## src/rtl/pwm_pkg.sv

```systemverilog
// Shared definitions for the pwm_timer register map and its configuration sequencer.
package pwm_pkg;

  localparam int unsigned PWM_ADR_CTRL   = 0;
  localparam int unsigned PWM_ADR_DIV    = 1;
  localparam int unsigned PWM_ADR_PERIOD = 2;
  localparam int unsigned PWM_ADR_DC     = 3;

  // ctrl register bit positions, shared with pwm_timer
  localparam int unsigned PWM_CTRL_EN_BIT     = 0;
  localparam int unsigned PWM_CTRL_OUT_EN_BIT = 1;
  localparam int unsigned PWM_CTRL_POL_BIT    = 2;
  localparam int unsigned PWM_CTRL_IRQ_EN_BIT = 4;

  typedef enum logic [2:0] {
    SEQ_IDLE,
    SEQ_CHECK,
    SEQ_WRITE,
    SEQ_GAP,
    SEQ_FIN
  } seq_state_t;

  // Write-list order: ctrl goes last so the counter starts only once fully configured.
  function automatic int unsigned seq_adr(input logic [1:0] idx);
    case (idx)
      2'd0:    seq_adr = PWM_ADR_PERIOD;
      2'd1:    seq_adr = PWM_ADR_DC;
      2'd2:    seq_adr = PWM_ADR_DIV;
      default: seq_adr = PWM_ADR_CTRL;
    endcase
  endfunction

endpackage

```

## src/rtl/wb_write_master.sv

```systemverilog
// Single Wishbone write: holds adr/data from req until ack or wait timeout.
module wb_write_master #(
  parameter int DW          = 16,
  parameter int AW          = 4,
  parameter int ACK_TIMEOUT = 16
) (
  input  logic          clk,
  input  logic          rst,
  input  logic          req,
  input  logic [AW-1:0] req_adr,
  input  logic [DW-1:0] req_data,
  input  logic          wb_ack,
  output logic          wb_cyc,
  output logic          wb_stb,
  output logic          wb_we,
  output logic [AW-1:0] wb_adr,
  output logic [DW-1:0] wb_data,
  output logic          done,
  output logic          timeout
);

  localparam int CW = $clog2(ACK_TIMEOUT);

  logic          active;
  logic [CW-1:0] wait_cnt;

  // ack wins over a timeout landing on the same edge
  assign done    = active & wb_ack;
  assign timeout = active & ~wb_ack & (wait_cnt == CW'(ACK_TIMEOUT - 1));

  always_ff @(posedge clk or posedge rst) begin
    if (rst) begin
      active   <= 1'b0;
      wait_cnt <= '0;
      wb_adr   <= '0;
      wb_data  <= '0;
    end else if (req) begin
      active   <= 1'b1;
      wait_cnt <= '0;
      wb_adr   <= req_adr;
      wb_data  <= req_data;
    end else if (active) begin
      if (done || timeout) active <= 1'b0;
      else                 wait_cnt <= wait_cnt + 1'b1;
    end
  end

  assign wb_cyc = active;
  assign wb_stb = active;
  assign wb_we  = active;

endmodule

```

## src/rtl/pwm_cfg_sequencer.sv

```systemverilog
// Programs the pwm_timer register file over Wishbone from one start pulse (full config or dc-only).
module pwm_cfg_sequencer
  import pwm_pkg::*;
#(
  parameter int DW          = 16,
  parameter int AW          = 4,
  parameter int ACK_TIMEOUT = 16
) (
  input  logic          i_clk,
  input  logic          i_rst,
  input  logic          i_start,
  input  logic          i_dc_only,
  input  logic [DW-1:0] i_period,
  input  logic [DW-1:0] i_dc,
  input  logic [DW-1:0] i_divisor,
  input  logic [DW-1:0] i_ctrl,
  output logic          o_busy,
  output logic          o_done,
  output logic          o_err,
  output logic          o_wb_cyc,
  output logic          o_wb_stb,
  output logic          o_wb_we,
  output logic [AW-1:0] o_wb_adr,
  output logic [DW-1:0] o_wb_data,
  input  logic          i_wb_ack
);

  seq_state_t    state, state_nxt;
  logic [DW-1:0] period_q, dc_q, div_q, ctrl_q;
  logic          dc_only_q;
  logic [1:0]    idx, req_idx;
  logic          req, wr_done, wr_timeout, last;
  logic [AW-1:0] req_adr;
  logic [DW-1:0] req_data;

  // dc-only is a one-entry list starting at the dc slot
  assign last = dc_only_q || (idx == 2'd3);

  always_comb begin
    state_nxt = state;
    req       = 1'b0;
    req_idx   = idx;
    case (state)
      SEQ_IDLE:  if (i_start) state_nxt = SEQ_CHECK;
      SEQ_CHECK: begin
        if (!dc_only_q && (dc_q > period_q)) begin
          state_nxt = SEQ_FIN;
        end else begin
          state_nxt = SEQ_WRITE;
          req       = 1'b1;
          req_idx   = dc_only_q ? 2'd1 : 2'd0;
        end
      end
      SEQ_WRITE: begin
        if (wr_done)         state_nxt = last ? SEQ_FIN : SEQ_GAP;
        else if (wr_timeout) state_nxt = SEQ_FIN;
      end
      SEQ_GAP: begin
        state_nxt = SEQ_WRITE;
        req       = 1'b1;
        req_idx   = idx + 2'd1;
      end
      SEQ_FIN:   state_nxt = SEQ_IDLE;
      default:   state_nxt = SEQ_IDLE;
    endcase
  end

  always_comb begin
    req_adr = AW'(seq_adr(req_idx));
    case (req_idx)
      2'd0:    req_data = period_q;
      2'd1:    req_data = dc_q;
      2'd2:    req_data = div_q;
      default: req_data = ctrl_q;
    endcase
  end

  always_ff @(posedge i_clk or posedge i_rst) begin
    if (i_rst) begin
      state     <= SEQ_IDLE;
      period_q  <= '0;
      dc_q      <= '0;
      div_q     <= '0;
      ctrl_q    <= '0;
      dc_only_q <= 1'b0;
      idx       <= '0;
      o_err     <= 1'b0;
    end else begin
      state <= state_nxt;
      if (req) idx <= req_idx;
      if (state == SEQ_IDLE && i_start) begin
        period_q  <= i_period;
        dc_q      <= i_dc;
        div_q     <= i_divisor;
        ctrl_q    <= i_ctrl;
        dc_only_q <= i_dc_only;
        o_err     <= 1'b0;
      end
      if (state == SEQ_CHECK && !dc_only_q && (dc_q > period_q)) o_err <= 1'b1;
      if (state == SEQ_WRITE && wr_timeout)                      o_err <= 1'b1;
    end
  end

  assign o_busy = (state == SEQ_CHECK) || (state == SEQ_WRITE) || (state == SEQ_GAP);
  assign o_done = (state == SEQ_FIN);

  wb_write_master #(
    .DW          (DW),
    .AW          (AW),
    .ACK_TIMEOUT (ACK_TIMEOUT)
  ) u_wr (
    .clk      (i_clk),
    .rst      (i_rst),
    .req      (req),
    .req_adr  (req_adr),
    .req_data (req_data),
    .wb_ack   (i_wb_ack),
    .wb_cyc   (o_wb_cyc),
    .wb_stb   (o_wb_stb),
    .wb_we    (o_wb_we),
    .wb_adr   (o_wb_adr),
    .wb_data  (o_wb_data),
    .done     (wr_done),
    .timeout  (wr_timeout)
  );

endmodule

```

## config.mk

```make
export PLATFORM = sky130hd
export DESIGN_NAME = pwm_cfg_sequencer
export DESIGN_NICKNAME = d
export VERILOG_FILES = /design/src/rtl/pwm_pkg.sv /design/src/rtl/wb_write_master.sv /design/src/rtl/pwm_cfg_sequencer.sv
export SDC_FILE = /design/constraint.sdc
export NUM_CORES = 1
export LEC_CHECK = 0
export CORE_ASPECT_RATIO = 0.75
export CORE_MARGIN = 2
export CORE_UTILIZATION = 30
export CTS_BUF_LIST = sky130_fd_sc_hd__clkbuf_16
export CTS_CLUSTER_DIAMETER = 40
export DETAILED_ROUTE_END_ITERATION = 8
export PLACE_DENSITY_LB_ADDON = 0.1
export SLEW_MARGIN = 10
export SYNTH_ARGS = -nofsm -noshare
export SYNTH_HDL_FRONTEND = slang
export SYNTH_SLANG_ARGS = --single-unit
```

## constraint.sdc

```tcl
create_clock -name i_clk -period 6.8 [get_ports i_clk]
set_input_delay 1.36 -clock i_clk [delete_from_list [all_inputs] [get_ports i_clk]]
set_output_delay 1.36 -clock i_clk [all_outputs]
set_load 0.05 [all_outputs]
```

==> reports/metrics.yaml, run 1 <==
sta:
  slew_headroom: 0.347
  finalMaxSlewViolations: 0
  fin_setup_tns_ns: 0
  layout_min_cycle_time_ns: 3.51
  rsz0062_at_grt: "no"
  fin_crit_sh: 0.517
  setup_viol: 0
  max_freq_mhz: 285
  worst_pin_slew_ns: 0.980
  final_hold_viol_count: 0
  fin_skew_ns: 0.00907
critical_path:
  critical_path_required_ns: 7.05
  critPathMaxFanout: 20
  crit_path_end_kind: "register"
  arrival_ns: 3.77
  cp-start-kind: "register"
  worstSetupPathType: "register to register"
die:
  core_area_sq_um: 15100
  die_height_um: 111
  start_util: 0.303
  die_w_um: 147
  rows: 39
  die-area_sq_um: 16300
  ios: 95
yosys:
  synth.avg_cell_area_sq_um: 11.5
  synthMuxAreaShare: 0.160
  synth_xor_xnor_area_share: 0.00383
  synth-adder-area-share: 0.0520
  yosys_warnings: 0
  synth_edf_count: 0
  post-synth-top-area-cell: "dfrtp_1"
  synth_area_leaders: "dfrtp_1 (51%), mux2_2 (12%), ha_1 (5.2%)"
  ys_seq_area_frac: 0.514
  synth_compound_area_frac: 0.147
  netlist.area_leader.share: 0.514
  postSynthCellCount: 399
  synthFlopType: "dfrtp_1"
  async_flop_share: 1.00
  yosys-top-cells-count: "dfrtp_1 (94), mux2_2 (50), nor2_1 (29)"
  synth.most_common_cell: "dfrtp_1"
  syn-cell-area_sq_um: 4570
  ys_ff_latch: 94
  ys_types: 43
  synth-simple-area-share: 0.0730
  synth_top_family_by_area: "multiplexers"
clock_network:
  path_clk_slew_ns: 0.06
  cts_resized: 0
  clock-sinks: 94
  h-tree-depth: 3
  ctsRootBufferMaster: "clkbuf_16"
  cts_tree: "yes"
  numCtsBuffers: 9
  cts.path.max_buffers: 2
  post_cts_hold_buffer_count: 0
  clock_latency_ns: 0.35
  post_cts_buffers: 0
global_route:
  antenna_found_initial: 0
  grt.total_usage: 0.150
  gr-total-overflow: 0
  grt_start_max_net_pins: 83
  grt_pass1_vias: 3500
  grt_first_pass_wirelength_um: 18800
pwr:
  power.leakage_nw: 2.54
  p_seq_frac: 0.351
  irDropWorstVdd_v: 0.000173
  switching_share: 0.423
  p_clk_frac: 0.148
  power_density_nw_per_um2: 510
  combPwrFrac: 0.502
  internal-power_mw: 1.74
  power_switching_mw: 1.28
outcome:
  status: "finished clean"
drt:
  initialDrtViolationCount: 178
  wl_um: 11400
  wire_per_inst_um: 16.5
  drtAntennaViolNets: 0
  vias: 3292
  vias_per_cell: 4.76
  drt_pre_antenna_iters: 7
  drc: 0
cells_and_area:
  area_delta_synth_final_pct: 29.2
  diodes: 0
  nets: 569
  final_cells: 691
  drive_above_1_share: 0.148
placement:
  place.port_buffers: 92
  globalplace.congestion: 0.742
  dp_hpwl_um: 7840
  place_inst: 675
min_path:
  min_path_type: "register to register"
flow_run:
  max-cap-violations: 0
final timing paths:
check	slack, ns	from	depth (start not counted)	endpoint
min reg2reg	0.51	u_wr.wb_adr[1]	2	u_wr.wb_adr[1]
max in group asynchronous	4.28	i_rst	3	dc_only_q
max	3.29	period_q[15]	14	u_wr.wb_data[12]
min in group asynchronous	1.42	i_rst	2	u_wr.wb_data[3]
max reg2reg	3.29	period_q[15]	14	u_wr.wb_data[12]
min	0.51	u_wr.wb_adr[1]	2	u_wr.wb_adr[1]
placed cells by master (no fill, tap or decap), types with 2 or more instances in the layout:
cell type and n:
dfrtp_1 94, clkdlybuf4s50_1 92, mux2_2 50, nor2_1 29, inv_1 25, nand2_1 24, o21ai_0 19, ha_1 19
a211oi_1 17, mux2i_1 17, a22oi_1 16, a211o_1 16, clkbuf_16 9, a21oi_1 8, buf_4 5, a21o_1 4
nand4_1 4, o21a_1 3, nor3_1 3, nand3_1 3, nor2b_1 3, o221ai_1 2, nand2b_1 2, conb_1 2
logic make-up after synthesis:
| kind of cell | count (synthesis) |
|---|---|
| fa+ha+maj | 19 |
| xor+xnor | 2 |
| other cells | 1 |
| compound gates | 93 |
| flops | 94 |
| simple gates | 75 |
| buf+inv | 48 |
| mux | 67 |
routing by layer:
layer | vias up | global-route usage | part of all wire
met1 | 1607 | 0.215 | 0.53
met2 | 78 | 0.215 | 0.41
met3 | 13 | 0.0436 | 0.054
met5 | - | 0 | 0
met4 | 0 | 0.0505 | 0.014
li1 | 1594 | - | -
state kept, by name, indices dropped and copies added (netlist names):
register / flops
ctrl_q: 16
dc_only_q: 1
dc_q: 16
div_q: 16
idx: 2
o_err: 1
period_q: 16
state: 3
u_wr.wait_cnt: 4
u_wr.wb_adr: 2
u_wr.wb_cyc: 1
u_wr.wb_data: 16
final cells by class:
cell class	instances	area, sq um
Timing Repair Buffer	97	958
Fill cell	1467	9170
Sequential cell	94	2350
Clock inverter	7	27.5
Clock buffer	9	225
Multi-Input combinational cell	258	2010
Tap cell	205	256
Inverter	21	81.3
power groups by stage:
stage | logic (mW) | registers, mW | clock network (mW)
after floorplan | 0.971 | 1.17 | 0
after global placement | 1.51 | 1.07 | 0
after detailed placement | 1.52 | 1.07 | 0
after CTS | 1.54 | 1.06 | 0.464
after global routing | 1.68 | 1.10 | 0.484
final | 1.51 | 1.06 | 0.445
per-stage QoR:
| step | power (mW) | util | cell area, sq um | hold WS, ns | worst slack, ns |
|---|---|---|---|---|---|
| 5_1_grt | 3.26 | 0.392 | 5910 | 0.525 | 2.93 |
| 3_3_place_gp | 2.58 | 0.375 | 5660 | 0.499 | 3.34 |
| 4_1_cts | 3.06 | 0.392 | 5910 | 0.516 | 3.24 |
| 2_1_floorplan | 2.14 | - | 4580 | 0.473 | 2.99 |
| 3_5_place_dp | 2.60 | 0.375 | 5660 | 0.501 | 3.25 |
| 6_report | 3.01 | 0.392 | 5910 | 0.507 | 3.29 |
critical path, stage by stage, from the launching register on:
cell and delay, ns:
dfrtp_1 0.37, inv_1 0.07, ha_1 0.32, nand4_1 0.17, nor3_1 0.09, a21boi_1 0.13
o31a_2 0.37, or2_1 0.35, a21o_1 0.23, inv_1 0.05, ha_1 0.48, buf_4 0.36
a211o_1 0.17, mux2i_1 0.06, a211oi_1 0.18
Note: power is estimated with default switching activity, not from simulation.
==> inputs of run 2 (changes only) <==
==> constraint.sdc (replaced) <==
create_clock -name i_clk -period 3.5 [get_ports i_clk]
set_input_delay 0.7 -clock i_clk [delete_from_list [all_inputs] [get_ports i_clk]]
set_output_delay 0.7 -clock i_clk [all_outputs]
set_load 0.05 [all_outputs]
==> run 2 against run 1 <==
  * Sequential power rose by 92%
  * Sequential cell count did not move
  * Cell count fell by 0.29%
  * First-iteration DRC count rose by 3.4%
  * Die area did not move
  * Via count fell by 1.2%
  * Non-clock buffer count rose by 2
  * Sequential share of layout area fell by 0.37 points
  * Register-to-register slack got worse by 2.9 ns
  * Worst setup slack got worse by 2.9 ns
  * Clock-buffer cell count did not move
  * Critical path type unchanged
  * Highest routed layer unchanged
==> reports/metrics.yaml, run 2 (synthesized netlist as in run 1, its figures left out) <==
outcome:
  status: "finished clean"
drt:
  vias: 3252
  wire_per_inst_um: 16.2
  drt_pre_antenna_iters: 4
  drtAntennaViolNets: 0
  drc: 0
  initialDrtViolationCount: 184
  vias_per_cell: 4.72
  wl_um: 11200
die:
  rows: 39
  ios: 95
  start_util: 0.303
  die-area_sq_um: 16300
  core_area_sq_um: 15100
  die_w_um: 147
  die_height_um: 111
critical_path:
  worstSetupPathType: "register to register"
  crit_chain: "inv_1, ha_1, nand4_1, nor3_1, a21boi_1, o31a_2, or2_4, a21o_1, inv_1, ha_1, buf_4, a211o_1, mux2i_1, a211oi_1"
  critPathMaxFanout: 20
  cp-start-kind: "register"
  critical_path_required_ns: 3.68
  cp_num_buf_inv: 3
  arrival_ns: 3.31
  cp_top_family: "compound AO/OA/AOI/OAI gates"
  max_stage_delay_ns: 0.39
  crit_path_top_delay_cell: "dfrtp_1"
  crit_path_end_kind: "register"
cells_and_area:
  mostFrequentLayoutCells: "dfrtp_1 (94), clkdlybuf4s50_1 (92), mux2_2 (50)"
  area_delta_synth_final_pct: 30.4
  final_common_cell: "dfrtp_1"
  nets: 571
  nFillCells: 1465
  drive_above_1_share: 0.159
  postLayoutCoreUtil: 0.396
  diodes: 0
clock_network:
  clock-sinks: 94
  cts_tree: "yes"
  h-tree-depth: 3
  cts.path.max_buffers: 2
  post_cts_buffers: 0
  cts_resized: 0
  post_cts_hold_buffer_count: 0
  clock_latency_ns: 0.33
  numCtsBuffers: 9
  path_clk_slew_ns: 0.06
  ctsRootBufferMaster: "clkbuf_16"
sta:
  slew_headroom: 0.462
  worst_pin_slew_ns: 0.806
  fin_setup_tns_ns: 0
  layout_min_cycle_time_ns: 3.13
  fin_crit_sh: 0.895
  finalMaxSlewViolations: 0
  final_hold_viol_count: 0
  max_freq_mhz: 319
  whs_ns: 0.510
  setup_viol: 0
  fin_skew_ns: 0.00606
  rsz0062_at_grt: "no"
global_route:
  grt_pass1_vias: 3401
  grt_start_max_net_pins: 95
  grt_first_pass_wirelength_um: 18300
  grt.total_usage: 0.144
  antenna_found_initial: 0
  gr-total-overflow: 0
pwr:
  irDropWorstVdd_v: 0.000299
  total_power_mw: 5.95
  power_density_nw_per_um2: 997
  power.leakage_nw: 2.55
flow_run:
  max-cap-violations: 0
placement:
  place.port_buffers: 92
  globalplace.congestion: 0.714
  dp_hpwl_um: 7540
min_path:
  min_path_type: "register to register"
run 2: changes by cell type in the layout (fill, tap and decap cells not counted):
cell,delta
or2_1,-1
inv_1,-5
clkinv_1,-1
bufinv_16,+1
or2_4,+1
buf_12,+2
clkinv_2,+1
run 2: power breakdown:
part / internal, mW / switching (mW) / leakage [nW]
clock network: 0.535 / 0.391 / 0.133
registers: 1.63 / 0.414 / 1.14
logic: 1.31 / 1.67 / 1.28
run 2: stage by stage:
step | area [sq um] | instances | setup slack (ns)
finish | 5960 | 689 | 0.369
floorplan | 4580 | 400 | 0.351
CTS | 5960 | 689 | 0.223
detailed placement | 5700 | 677 | 0.271
global placement | 5700 | 677 | 0.361
global route | 5960 | 689 | 0.141
run 2: worst paths after layout:
| check | from | slack [ns] | endpoint | cells past startpoint |
|---|---|---|---|---|
| worst max-delay path | period_q[15] | 0.37 | u_wr.wb_data[7] | 14 |
| worst min register to register | ctrl_q[1] | 0.51 | ctrl_q[1] | 1 |
| worst min-delay path | ctrl_q[1] | 0.51 | ctrl_q[1] | 1 |
| min in group asynchronous | i_rst | 0.82 | ctrl_q[1] | 3 |
| max in group asynchronous | i_rst | 2.25 | period_q[14] | 3 |
| worst max register to register | period_q[15] | 0.37 | u_wr.wb_data[7] | 14 |
run 2: layout make-up:
class / instances / area, sq um / area share
Multi-Input combinational cell: 258 / 2010 / 0.337
Timing Repair Buffer: 99 / 998 / 0.167
Clock inverter: 3 / 40.0 / 0.00671
Inverter: 21 / 81.3 / 0.0136
Sequential cell: 94 / 2350 / 0.394
Clock buffer: 9 / 225 / 0.0378
Tap cell: 205 / 256 / 0.0430
run 2: layer usage:
| layer | global-route usage | vias to the layer above | routed length [um] |
|---|---|---|---|
| met4 | 0.0369 | 0 | 124 |
| met2 | 0.195 | 74 | 4520 |
| met1 | 0.226 | 1567 | 6090 |
| met5 | 0 | - | 0 |
| li1 | - | 1599 | - |
| met3 | 0.0342 | 12 | 422 |
